==> src/rtl/vote_arbiter.sv <==
`default_nettype none
// ============================================================================
//  Module      : vote_arbiter
//  Description : Round-robin arbiter over three requesters, each presenting a
//                three-bit vote word. The granted word is reduced to a 2-of-3
//                majority bit and held in a single-entry output slot with a
//                valid/ready handshake. Delivered "true" results are counted
//                in a saturating 8-bit counter.
//  Revision    : 1.0  initial release
// ============================================================================
module vote_arbiter (
  input  logic       clk,
  input  logic       rst_n,
  input  logic [2:0] req_val,
  input  logic [8:0] req_bits,
  output logic [2:0] req_rdy,
  output logic       resp_val,
  input  logic       resp_rdy,
  output logic       resp_out,
  output logic [1:0] resp_id,
  output logic [7:0] true_cnt
);

  typedef enum logic [0:0] {
    ST_EMPTY = 1'b0,
    ST_FULL  = 1'b1
  } state_t;

  localparam logic [7:0] C_CNT_MAX = 8'hFF;

  state_t     r_state;
  logic [1:0] r_ptr;
  logic       r_resp_out;
  logic [1:0] r_resp_id;
  logic [7:0] r_true_cnt;

  logic       w_open;
  logic       w_resp_xfer;
  logic [1:0] w_ord0;
  logic [1:0] w_ord1;
  logic [1:0] w_ord2;
  logic       w_gnt;
  logic [1:0] w_gnt_id;
  logic [2:0] w_req_rdy;
  logic [2:0] w_word;
  logic       w_maj;
  logic [1:0] w_ptr_nxt;

  // Slot accepts a new word when empty, or when the held result drains now.
  assign w_open      = (r_state == ST_EMPTY) || resp_rdy;
  assign w_resp_xfer = (r_state == ST_FULL) && resp_rdy;

  // Search order starts at the pointer and wraps modulo three.
  always_comb begin
    case (r_ptr)
      2'd1:    begin w_ord0 = 2'd1; w_ord1 = 2'd2; w_ord2 = 2'd0; end
      2'd2:    begin w_ord0 = 2'd2; w_ord1 = 2'd0; w_ord2 = 2'd1; end
      default: begin w_ord0 = 2'd0; w_ord1 = 2'd1; w_ord2 = 2'd2; end
    endcase
  end

  // Pick the first valid requester in search order; grants are suppressed
  // while the slot is closed or the block is held in reset.
  always_comb begin
    w_gnt     = 1'b0;
    w_gnt_id  = 2'd0;
    w_req_rdy = 3'b000;
    if (w_open && rst_n) begin
      if (req_val[w_ord0]) begin
        w_gnt    = 1'b1;
        w_gnt_id = w_ord0;
      end else if (req_val[w_ord1]) begin
        w_gnt    = 1'b1;
        w_gnt_id = w_ord1;
      end else if (req_val[w_ord2]) begin
        w_gnt    = 1'b1;
        w_gnt_id = w_ord2;
      end
    end
    if (w_gnt) begin
      w_req_rdy[w_gnt_id] = 1'b1;
    end
  end

  // Select the granted requester's word and reduce it to a majority bit.
  always_comb begin
    case (w_gnt_id)
      2'd1:    w_word = req_bits[5:3];
      2'd2:    w_word = req_bits[8:6];
      default: w_word = req_bits[2:0];
    endcase
    w_maj     = (w_word[0] & w_word[1]) | (w_word[2] & (w_word[0] | w_word[1]));
    w_ptr_nxt = (w_gnt_id == 2'd2) ? 2'd0 : w_gnt_id + 2'd1;
  end

  // Slot FSM, round-robin pointer, held result and saturating true counter.
  always_ff @(posedge clk) begin
    if (!rst_n) begin
      r_state    <= ST_EMPTY;
      r_ptr      <= 2'd0;
      r_resp_out <= 1'b0;
      r_resp_id  <= 2'd0;
      r_true_cnt <= 8'd0;
    end else begin
      case (r_state)
        ST_EMPTY: begin
          if (w_gnt) begin
            r_state <= ST_FULL;
          end
        end
        ST_FULL: begin
          if (resp_rdy && !w_gnt) begin
            r_state <= ST_EMPTY;
          end
        end
        default: r_state <= ST_EMPTY;
      endcase

      if (w_gnt) begin
        r_resp_out <= w_maj;
        r_resp_id  <= w_gnt_id;
        r_ptr      <= w_ptr_nxt;
      end

      if (w_resp_xfer && r_resp_out && (r_true_cnt != C_CNT_MAX)) begin
        r_true_cnt <= r_true_cnt + 8'd1;
      end
    end
  end

  assign req_rdy  = w_req_rdy;
  assign resp_val = (r_state == ST_FULL);
  assign resp_out = r_resp_out;
  assign resp_id  = r_resp_id;
  assign true_cnt = r_true_cnt;

endmodule
`default_nettype wire

==> config.mk <==
export PLATFORM = sky130hd
export DESIGN_NAME = vote_arbiter
export DESIGN_NICKNAME = d
export VERILOG_FILES = /design/src/rtl/vote_arbiter.sv
export SDC_FILE = /design/constraint.sdc
export NUM_CORES = 1
export LEC_CHECK = 0
export BUFFER_PORTS_ARGS = -buffer_cell sky130_fd_sc_hd__buf_2
export CORE_MARGIN = 5
export CORE_UTILIZATION = 51
export CTS_BUF_LIST = sky130_fd_sc_hd__clkbuf_8
export DETAILED_ROUTE_END_ITERATION = 8
export GPL_TIMING_DRIVEN = 0
export HOLD_SLACK_MARGIN = 0.05
export MAX_ROUTING_LAYER = met4
export PLACE_DENSITY = 0.75
export SYNTH_ARGS = -nofsm -noshare
export SYNTH_HDL_FRONTEND = slang
export SYNTH_SLANG_ARGS = --single-unit
==> constraint.sdc <==
create_clock -name clk -period 3.48 [get_ports clk]
set_clock_uncertainty 0.05 [all_clocks]
set_input_delay 0.348 -clock clk [delete_from_list [all_inputs] [get_ports clk]]
set_output_delay 0.348 -clock clk [all_outputs]
set_load 0.01 [all_outputs]
* Word level (Yosys, flattened, before mapping) *
Index checks and enable logic that the tools add are counted.

storage, ports and cells
  output and inout port bits = 15
  register bits after elaboration = 14

cells by class
  $lt $le $gt $ge = 5
  bitwise operators = 5
  $add $sub $neg = 2
  reductions and logical operators = 8
  muxes and demuxes = 25
  eq/ne operators = 5

operators with widths
  kind                                                        count
  less-than comparator 2 x 3 -> 1 bit, second input constant  4
  case mux 2 bit (2 select lines)                             3
  2-to-1 mux 1 bit                                            10
  2-to-1 mux 2 bit                                            5
  adder 8 x 1 -> 8 bit, second input constant                 1
  != test 8 bit, second input constant                        1
  binary-select mux 1 bit (select 2 bit)                      3
  logical AND 1 bit                                           6
  case mux 3 bit (2 select lines)                             1
  equality test 2 x 1 -> 1 bit, second input constant         2
  equality test 2 bit, second input constant                  2
  2-to-1 mux 3 bit                                            1
  adder 2 x 1 -> 2 bit, second input constant                 1
  AND 1 bit                                                   2
  demux 1 bit (select 2 bit)                                  1
  >= comparator 2 x 1 -> 1 bit, second input constant         1
  bitwise OR 1 bit                                            2
  case mux 1 bit (2 select lines)                             1
  zero test 1 bit                                             1
  logical OR 1 bit                                            1
  inverter 1 bit                                              1

* Depth between registers and ports, before layout *
Gate-level depths: netlist (run 1).

  depth in word-level cells = 13
  depth in mapped cells = 12
  mapped depth without buffers = 11

* Worst setup path after synthesis (run 1) *
No wires, ideal clock.

  kind = register to register
  start = register r_ptr[0]
  end = register r_resp_out, in the netlist resp_out
  cell stages (with the launch flop) = 12
  data required time = 3288 ps
  setup time = 142 ps
  arrival = 2314 ps
  setup slack = 973 ps
  cell sequence = dfxtp_1 > inv_1 > ha_1 > nor4b_1 > o21ai_0 > a311oi_2 > inv_1 > ha_1 > a22oi_1 > o21ai_0 > o21ai_0 > a311oi_2

between the ends
  cells in the longest elaborated chain, start to end = 13

ends and longest elaborated chain
  item                                                                        RTL line  source
  start, declared                                                             32        logic [1:0] r_ptr;
  start signal, assigned                                                      122       r_ptr <= w_ptr_nxt;
  equality test 2 bit / equality test 2 x 1 -> 1 bit (equally long branches)  55        case (r_ptr)
  case mux 2 bit (2 select lines)                                             55
  binary-select mux 1 bit (select 2 bit)                                      75        end else if (req_val[w_ord2]) begin
  2-to-1 mux 1 bit (implied by the code)                                      75
  2-to-1 mux 2 bit                                                            75
  2-to-1 mux 2 bit                                                            72        end else if (req_val[w_ord1]) begin
  2-to-1 mux 2 bit *                                                          69        if (req_val[w_ord0]) begin
  2-to-1 mux 2 bit *                                                          68        if (w_open && rst_n) begin
  net w_gnt_id[0]                                                             43        logic [1:0] w_gnt_id;
  equality test 2 bit / equality test 2 x 1 -> 1 bit (equally long branches)  87        case (w_gnt_id)
  case mux 3 bit (2 select lines) *                                           87
  bitwise OR 1 bit                                                            92        w_maj = (w_word[0] & w_word[1]) | (w_word[2] & (w_word[0] | w_word[1]));
  AND 1 bit                                                                   92
  bitwise OR 1 bit *                                                          92
  end signal, assigned                                                        120       r_resp_out <= w_maj;
  end, declared                                                               33        logic r_resp_out;

The timed path passes the listed nets; every way through them passes the cells marked *. The select of a mux whose other input is x is not followed.
A chain may end at the register's enable or synchronous reset.

* Final worst setup path (run 1) *
  start = register r_ptr[0]
  end = output port req_rdy[2]

between the ends
  cells in the longest elaborated chain, start to end = 13

ends and longest elaborated chain
  item                                                                                                              RTL line  source
  equality test 2 bit / equality test 2 x 1 -> 1 bit (equally long branches)                                        55
  case mux 2 bit (2 select lines)                                                                                   55
  binary-select mux 1 bit (select 2 bit)                                                                            75
  2-to-1 mux 1 bit (implied by the code)                                                                            75
  2-to-1 mux 2 bit                                                                                                  75
  2-to-1 mux 2 bit                                                                                                  72
  2-to-1 mux 2 bit *                                                                                                69
  2-to-1 mux 2 bit *                                                                                                68
  net w_gnt_id[0]                                                                                                   43
  less-than comparator 2 x 3 -> 1 bit (implied by the code) / >= comparator 2 x 1 -> 1 bit (equally long branches)  81        w_req_rdy[w_gnt_id] = 1'b1;
  logical AND 1 bit (implied by the code)                                                                           81
  2-to-1 mux 1 bit (implied by the code)                                                                            81
  demux 1 bit (select 2 bit) *                                                                                      81
  2-to-1 mux 3 bit *                                                                                                80        if (w_gnt) begin
  end, declared                                                                                                     16        output logic [2:0] req_rdy,

Marks and branches as above.

==> impl_metrics.tcl, run 1 <==
set metrics [dict create \
    seq_power_share 0.303 \
    yosys_register_bits 14 \
    cap_violations 0 \
    drt_iter0_drc 13 \
    peakVddDrop_mv 0.390 \
    root_buffer "clkbuf_8" \
    rsz0062_at_grt "no" \
    grt_max_degree 11 \
    clkTransAtPathRegs_ns 0.06 \
    p_int_mw 0.419 \
    place_area_um2 1200 \
    dieWidth_um 54.9 \
    path_max_fanout 7 \
    synth_area_um2 1030 \
    synth-edff-count 0 \
    post_drt_via_cell_ratio 5.47 \
    antenna_left 0 \
    synthTopCellsByCount "dfxtp_1, nand2_1, inv_1" \
    crit_arrival_ns 2.51 \
    synth_ff_type "dfxtp_1" \
    grt_pass1_vias 902 \
    synth.top_cell.area_share 0.273 \
    gr-total-overflow 0 \
    syn_inst 118 \
    critical_path_class "register to primary output" \
    setup_ws_ns 0.576 \
    yosysTopAreaCell "dfxtp_1" \
    status "complete, no violations" \
    cts_hold_buffers 0 \
    grt_pass1_wl_um 3570 \
    port_buffers 28 \
    r2r-start "r_ptr[0]$_SDFFE_PN0P_" \
    ios 30 \
    seq_area_frac_synth 0.273 \
    drc_errors 0 \
    clockBufferDepth 2 \
    pre_cts_slack_ns 0.723 \
    powerDensity_nw_per_um2 515 \
    n_antenna_cell 0 \
    cp-start-kind "register" \
    cts_tree "built" \
    drive_above_1_share 0.280 \
    fin_tns_setup_ns 0 \
    min_period_ns 2.90 \
    slew_viol_final 0 \
    cts-resized-gates 0 \
    initial_core_util 0.528 \
    antenna_found_initial 0 \
    synthTopCellsByArea "dfxtp_1, ha_1, mux2i_1, nand2_1, inv_1" \
    relSlewSlack 0.644 \
    comb_power_share 0.451 \
    drt-total-wl_um 2200 \
    power.leakage_nw 0.564 \
    final_util 0.646 \
    yosys_warnings 0 \
    dr.pass1.iters 4 \
    place_hpwl_um 1690 \
    clock-sinks 14 \
    total_power_mw 0.647 \
    slowest_stage "ha_1" \
    wl_per_cell_um 12.4 \
    nets 174 \
    dp.cells 173 \
    cts_buffers 3 \
    die_area_um2 3010 \
    fmax_mhz 344 \
    final_area_um2 1250 \
    grt_usage 0.173 \
    min_path_type "register to register" \
    p_sw_mw 0.228 \
    core-area_um2 1940 \
    final_hold_viol_count 0 \
    required_ns 3.08 \
    syn_nets 141 \
    fin_cells 177 \
    period_share 0.835 \
    p_clk_frac 0.246 \
    cp_cell_sequence "inv_1 -> ha_1 -> nor4b_1 -> o21ai_0 -> a311oi_2 -> inv_1 -> ha_1 -> and2_1 -> buf_2" \
    hp-start "resp_id[0]$_SDFFE_PN0P_" \
    fillers 174 \
    row_count 16 \
    cts_post_setup_buffers_inserted 0 \
    cpPeakStageDelay_ns 0.38 \
    synth.avg_cell_area_um2 8.69 \
    setup_violations 0 \
    clock_latency_ns 0.25 \
    ys_async_sr_fraction 0 \
    whs_ns 0.403 \
    crit_path_start "r_ptr[0]$_SDFFE_PN0P_" \
    syn_to_final_growth_pct 22.3 \
    switching_share 0.352 \
    dieHeight_um 54.9 \
    endpoint_kind "primary output" \
    htree_levels 1 \
    num_vias 969 \
    yosysUniqueCellTypes 40 \
    globalplace.congestion 0.824 \
    worst_pin_slew_ns 0.530 \
]
-- cells by family (layout without fill, tap and decap cells) --
family,after synthesis,after routing,synth area share
multiplexers,6,6,0.0585
AND/OR/NAND/NOR,43,43,0.227
AO/OA/AOI/OAI,30,30,0.257
adder cells (fa/ha/maj),8,8,0.0976
XOR/XNOR,3,3,0.0256
buffers and inverters,14,46,0.0610
flip-flops,14,14,0.273
-- placed cells by master, fill, tap and decap left out, types with 2 or more instances in the layout --
cell	instances
nor2_1	8
a21oi_1	2
and2_1	3
xnor2_1	3
nand3_1	5
dfxtp_1	14
o21ai_0	7
a311oi_2	2
inv_1	10
ha_1	8
a22oi_1	3
nor3b_1	2
and2b_1	2
o21a_1	2
nand2_1	14
mux2i_1	6
buf_2	30
nand2b_1	3
clkbuf_8	4
-- worst paths after layout --
check	cells after the start	to	slack [ns]
setup reg to reg	11	resp_out$_SDFFE_PN0P_	0.73
hold reg to reg	2	resp_id[0]$_SDFFE_PN0P_	0.40
setup / recovery	9	req_rdy[2]	0.58
hold / removal	2	resp_id[0]$_SDFFE_PN0P_	0.40
-- power by group through the flow --
stage	logic [mW]	registers, mW	clock network (mW)
final	0.291	0.196	0.159
after global routing	0.324	0.199	0.174
after CTS	0.294	0.196	0.165
after detailed placement	0.293	0.199	0
after global placement	0.284	0.198	0
after floorplan	0.223	0.203	0
-- critical path, delay by kind of cell (launching register included) --
kind	cells	cell delay [ns]
buffers and inverters	3	0.32
adder cells (fa/ha/maj)	2	0.63
flip-flops	1	0.35
AND/OR/NAND/NOR	2	0.44
AO/OA/AOI/OAI	2	0.51
-- registers in the layout, summed over array words and instances (netlist names) --
name,count
resp_out,1
resp_id,2
true_cnt,8
r_ptr,2
resp_val,1
-- cell type report --
cell class	count	area, µm²	area share
Buffer	4	25.0	0.0199
Clock buffer	4	55.1	0.0439
Inverter	10	37.5	0.0299
Multi-Input combinational cell	90	683	0.544
Sequential cell	14	280	0.223
Tap cell	27	33.8	0.0269
Timing Repair Buffer	28	140	0.112
-- per-layer routing --
metal  part of all wire  GRT usage  vias to the layer above
li1                   -          -                      486
met1               0.43      0.184                      442
met2               0.49      0.285                       33
met3              0.049     0.0327                        8
met4              0.036      0.120                        0
met5                  0          -                        -
No activity file was read; power rests on OpenSTA's default activity.
==> run 2: changes to the inputs <==
--- a/config.mk
+++ b/config.mk
@@ -5,6 +5,7 @@
 export SDC_FILE = /design/constraint.sdc
 export NUM_CORES = 1
 export LEC_CHECK = 0
+export ABC_AREA = 1
 export BUFFER_PORTS_ARGS = -buffer_cell sky130_fd_sc_hd__buf_2
 export CORE_MARGIN = 5
 export CORE_UTILIZATION = 51
@@ -13,7 +14,7 @@
 export GPL_TIMING_DRIVEN = 0
 export HOLD_SLACK_MARGIN = 0.05
 export MAX_ROUTING_LAYER = met4
-export PLACE_DENSITY = 0.75
+export PLACE_DENSITY = 0.74
 export SYNTH_ARGS = -nofsm -noshare
 export SYNTH_HDL_FRONTEND = slang
 export SYNTH_SLANG_ARGS = --single-unit
==> constraint.sdc (replaced) <==
create_clock -name clk -period 2.7 [get_ports clk]
set_clock_uncertainty 0.05 [all_clocks]
set_input_delay 0.27 -clock clk [delete_from_list [all_inputs] [get_ports clk]]
set_output_delay 0.27 -clock clk [all_outputs]
set_load 0.01 [all_outputs]
==> run 2 against run 1 <==
Net effect: first-iteration DRC count down 54%; synthesized area is 3.2% higher; register-to-register slack got worse by 0.55 ns; clock-buffer cell count did not move; clock power up 30%; global-route usage down 1.9 points; sequential power increased by 38%; worst setup slack worse by 0.40 ns; non-clock buffer count down 2.
==> impl_metrics.tcl, run 2 <==
set metrics [dict create \
    status "complete, no violations" \
    initial_core_util 0.540 \
    final_hold_viol_count 0 \
    synthSimpleGateAreaFrac 0.411 \
    yosys_warnings 0 \
    grt_max_degree 11 \
    critical_path_class "register to register" \
    synth_mux_area_frac 0 \
    powerDensity_nw_per_um2 802 \
    cap_violations 0 \
    dieHeight_um 55.6 \
    syn_to_final_growth_pct 23.9 \
    relSlewSlack 0.838 \
    drive_above_1_share 0.318 \
    fmax_mhz 397 \
    dp.cells 214 \
    syn_nets 182 \
    regArea_um2 282 \
    cts_hold_buffers 0 \
    yosys_register_bits 14 \
    nets 216 \
    synth.top_cell.area_share 0.265 \
    grt_pass1_vias 876 \
    cp_common_cell "nand2_1" \
    multi_input_area_um2 682 \
    grt_usage 0.154 \
    dieWidth_um 55.6 \
    crit_path_start "r_ptr[0]$_SDFFE_PN0P_" \
    n_antenna_cell 0 \
    path_buf_inv 4 \
    worst_pin_slew_ns 0.243 \
    crit_arrival_ns 2.66 \
    globalplace.congestion 0.804 \
    drt-total-wl_um 2210 \
    synth_xor_area_frac 0.0331 \
    drt_iter0_drc 6 \
    cpPeakStageDelay_ns 0.37 \
    synth-adder-area-share 0.0946 \
    synthTopCellsByCount "nand2_1, inv_1, nand3_1" \
    antenna_left 0 \
    required_ns 2.84 \
    ys_async_sr_fraction 0 \
    place_hpwl_um 1760 \
    clock-sinks 14 \
    pre_cts_slack_ns 0.0526 \
    die_area_um2 3090 \
    seq_area_frac_synth 0.265 \
    setup_ws_ns 0.180 \
    port_buffers 28 \
    synth.most_common_cell "nand2_1" \
    fin_cells 219 \
    row_count 16 \
    ios 30 \
    grt_pass1_wl_um 3770 \
    slowest_stage "dfxtp_1" \
    yosysUniqueCellTypes 26 \
    min_period_ns 2.52 \
    antenna_found_initial 0 \
    wl_per_cell_um 10.1 \
    cpLargestDelayFamily "simple AND/OR/NAND/NOR gates" \
    endpoint_kind "register" \
    synth_compound_area_frac 0.0910 \
    clock_latency_ns 0.24 \
    drc_errors 0 \
    htree_levels 1 \
    period_share 0.933 \
    r2r-start "r_ptr[0]$_SDFFE_PN0P_" \
    cp_cell_sequence "inv_1 -> ha_4 -> inv_2 -> nand2_1 -> nand3_2 -> nand2_1 -> a21oi_1 -> o21ai_0 -> nand2_1 -> inv_1 -> ha_1 -> inv_2 -> nand3_1 -> o21ai_1 -> or2_2 -> nand2_1 -> nor2_1 -> nor2_2" \
    yosysTopAreaCell "dfxtp_1" \
    core-area_um2 1960 \
    cp-start-kind "register" \
    synth.avg_cell_area_um2 6.66 \
    num_vias 1049 \
    fillers 198 \
    synth_area_um2 1060 \
    final_cell_mix "nand2_1, buf_2, inv_1" \
    gr-total-overflow 0 \
    dr.pass1.iters 4 \
    syn_inst 159 \
    synthTopCellsByArea "dfxtp_1, nand2_1, ha_1, inv_1, nand3_1" \
    setup_violations 0 \
    clkTransAtPathRegs_ns 0.06 \
    hp-start "rst_n" \
    path_max_fanout 6 \
    layout_commonest_cell "nand2_1" \
    synth-edff-count 0 \
    synth_top_family_by_area "simple AND/OR/NAND/NOR gates" \
    clockBufferDepth 2 \
    largest_register_ffs 8 \
    root_buffer "clkbuf_8" \
    slew_viol_final 0 \
    cts_tree "built" \
    cts_buffers 3 \
    post_drt_via_cell_ratio 4.79 \
    power.leakage_nw 0.686 \
    peakVddDrop_mv 0.544 \
    min_path_type "input port to register" \
    synth_ff_type "dfxtp_1" \
]
==> run 2: changes by cell type in the layout (fill, tap and decap cells not counted), sizes merged, moves of 4 or more <==
cell / delta
mux2i: -6
inv: +17
nand3: +12
nor2: +7
a21oi: +7
xor2: +4
nand2: +35
==> run 2: kinds of logic (layout without fill, tap and decap cells) <==
family / count (synthesis) / count (layout)
xor gates and xnor gates: 4 / 4
and+or+nand+nor: 88 / 88
adders and majority gates: 8 / 8
buffers and inverters: 28 / 61
DFF: 14 / 14
AOI/OAI and AO/OA: 17 / 17
==> run 2: final timing paths <==
kind / cells after the start / to / slack [ns]
setup / recovery: 18 / resp_out$_SDFFE_PN0P_ / 0.18
hold / removal: 3 / true_cnt[6]$_SDFFE_PN0P_ / 0.27
setup reg to reg: 18 / resp_out$_SDFFE_PN0P_ / 0.18
hold reg to reg: 2 / resp_id[0]$_SDFFE_PN0P_ / 0.42
==> run 2: timing repair <==
item / CTS / global route
setup buffers: 0 / 1
gates resized for setup: 0 / 4
setup endpoints to repair: 0 / 4
==> run 2: per-layer routing <==
metal,share of wire,up-vias,global-route usage
li1,-,567,-
met1,0.47,451,0.190
met2,0.45,29,0.231
met3,0.069,2,0.0396
met4,0.012,0,0.0729
met5,0,-,-
==> run 2: layout make-up <==
class	instances	share of cell area
timing repair buffer	29	0.113
inverter	27	0.0792
multi-input combinational	117	0.520
clock buffer	4	0.0420
tap	27	0.0258
buffer	1	0.00573
sequential	14	0.215
==> run 2: report_power, final <==
part | internal (mW) | switching, mW
clock network | 0.129 | 0.0766
logic | 0.225 | 0.351
registers | 0.243 | 0.0263
==> run 2: through the flow <==
| stage | util | hold slack, ns | area [µm²] | setup TNS (ns) | total power, mW |
|---|---|---|---|---|---|
| 6_report | 0.668 | 0.267 | 1310 | 0 | 1.05 |
| 4_1_cts | 0.656 | 0.264 | 1290 | 0 | 1.02 |
| 2_1_floorplan | - | 0.409 | 1060 | 0 | 0.699 |
| 3_3_place_gp | 0.628 | 0.408 | 1230 | 0 | 0.800 |
| 3_5_place_dp | 0.628 | 0.409 | 1230 | 0 | 0.818 |
| 5_1_grt | 0.668 | 0.270 | 1310 | -0.000629 | 1.15 |
==> run 2: worst register-to-register path: stages (launching register included) <==
cell and delay, ns:
dfxtp_1 0.37, inv_1 0.09, ha_4 0.26, inv_2 0.07, nand2_1 0.06, nand3_2 0.08
nand2_1 0.06, a21oi_1 0.12, o21ai_0 0.10, nand2_1 0.16, inv_1 0.08, ha_1 0.29
inv_2 0.06, nand3_1 0.08, o21ai_1 0.07, or2_2 0.29, nand2_1 0.06, nor2_1 0.04
nor2_2 0.08
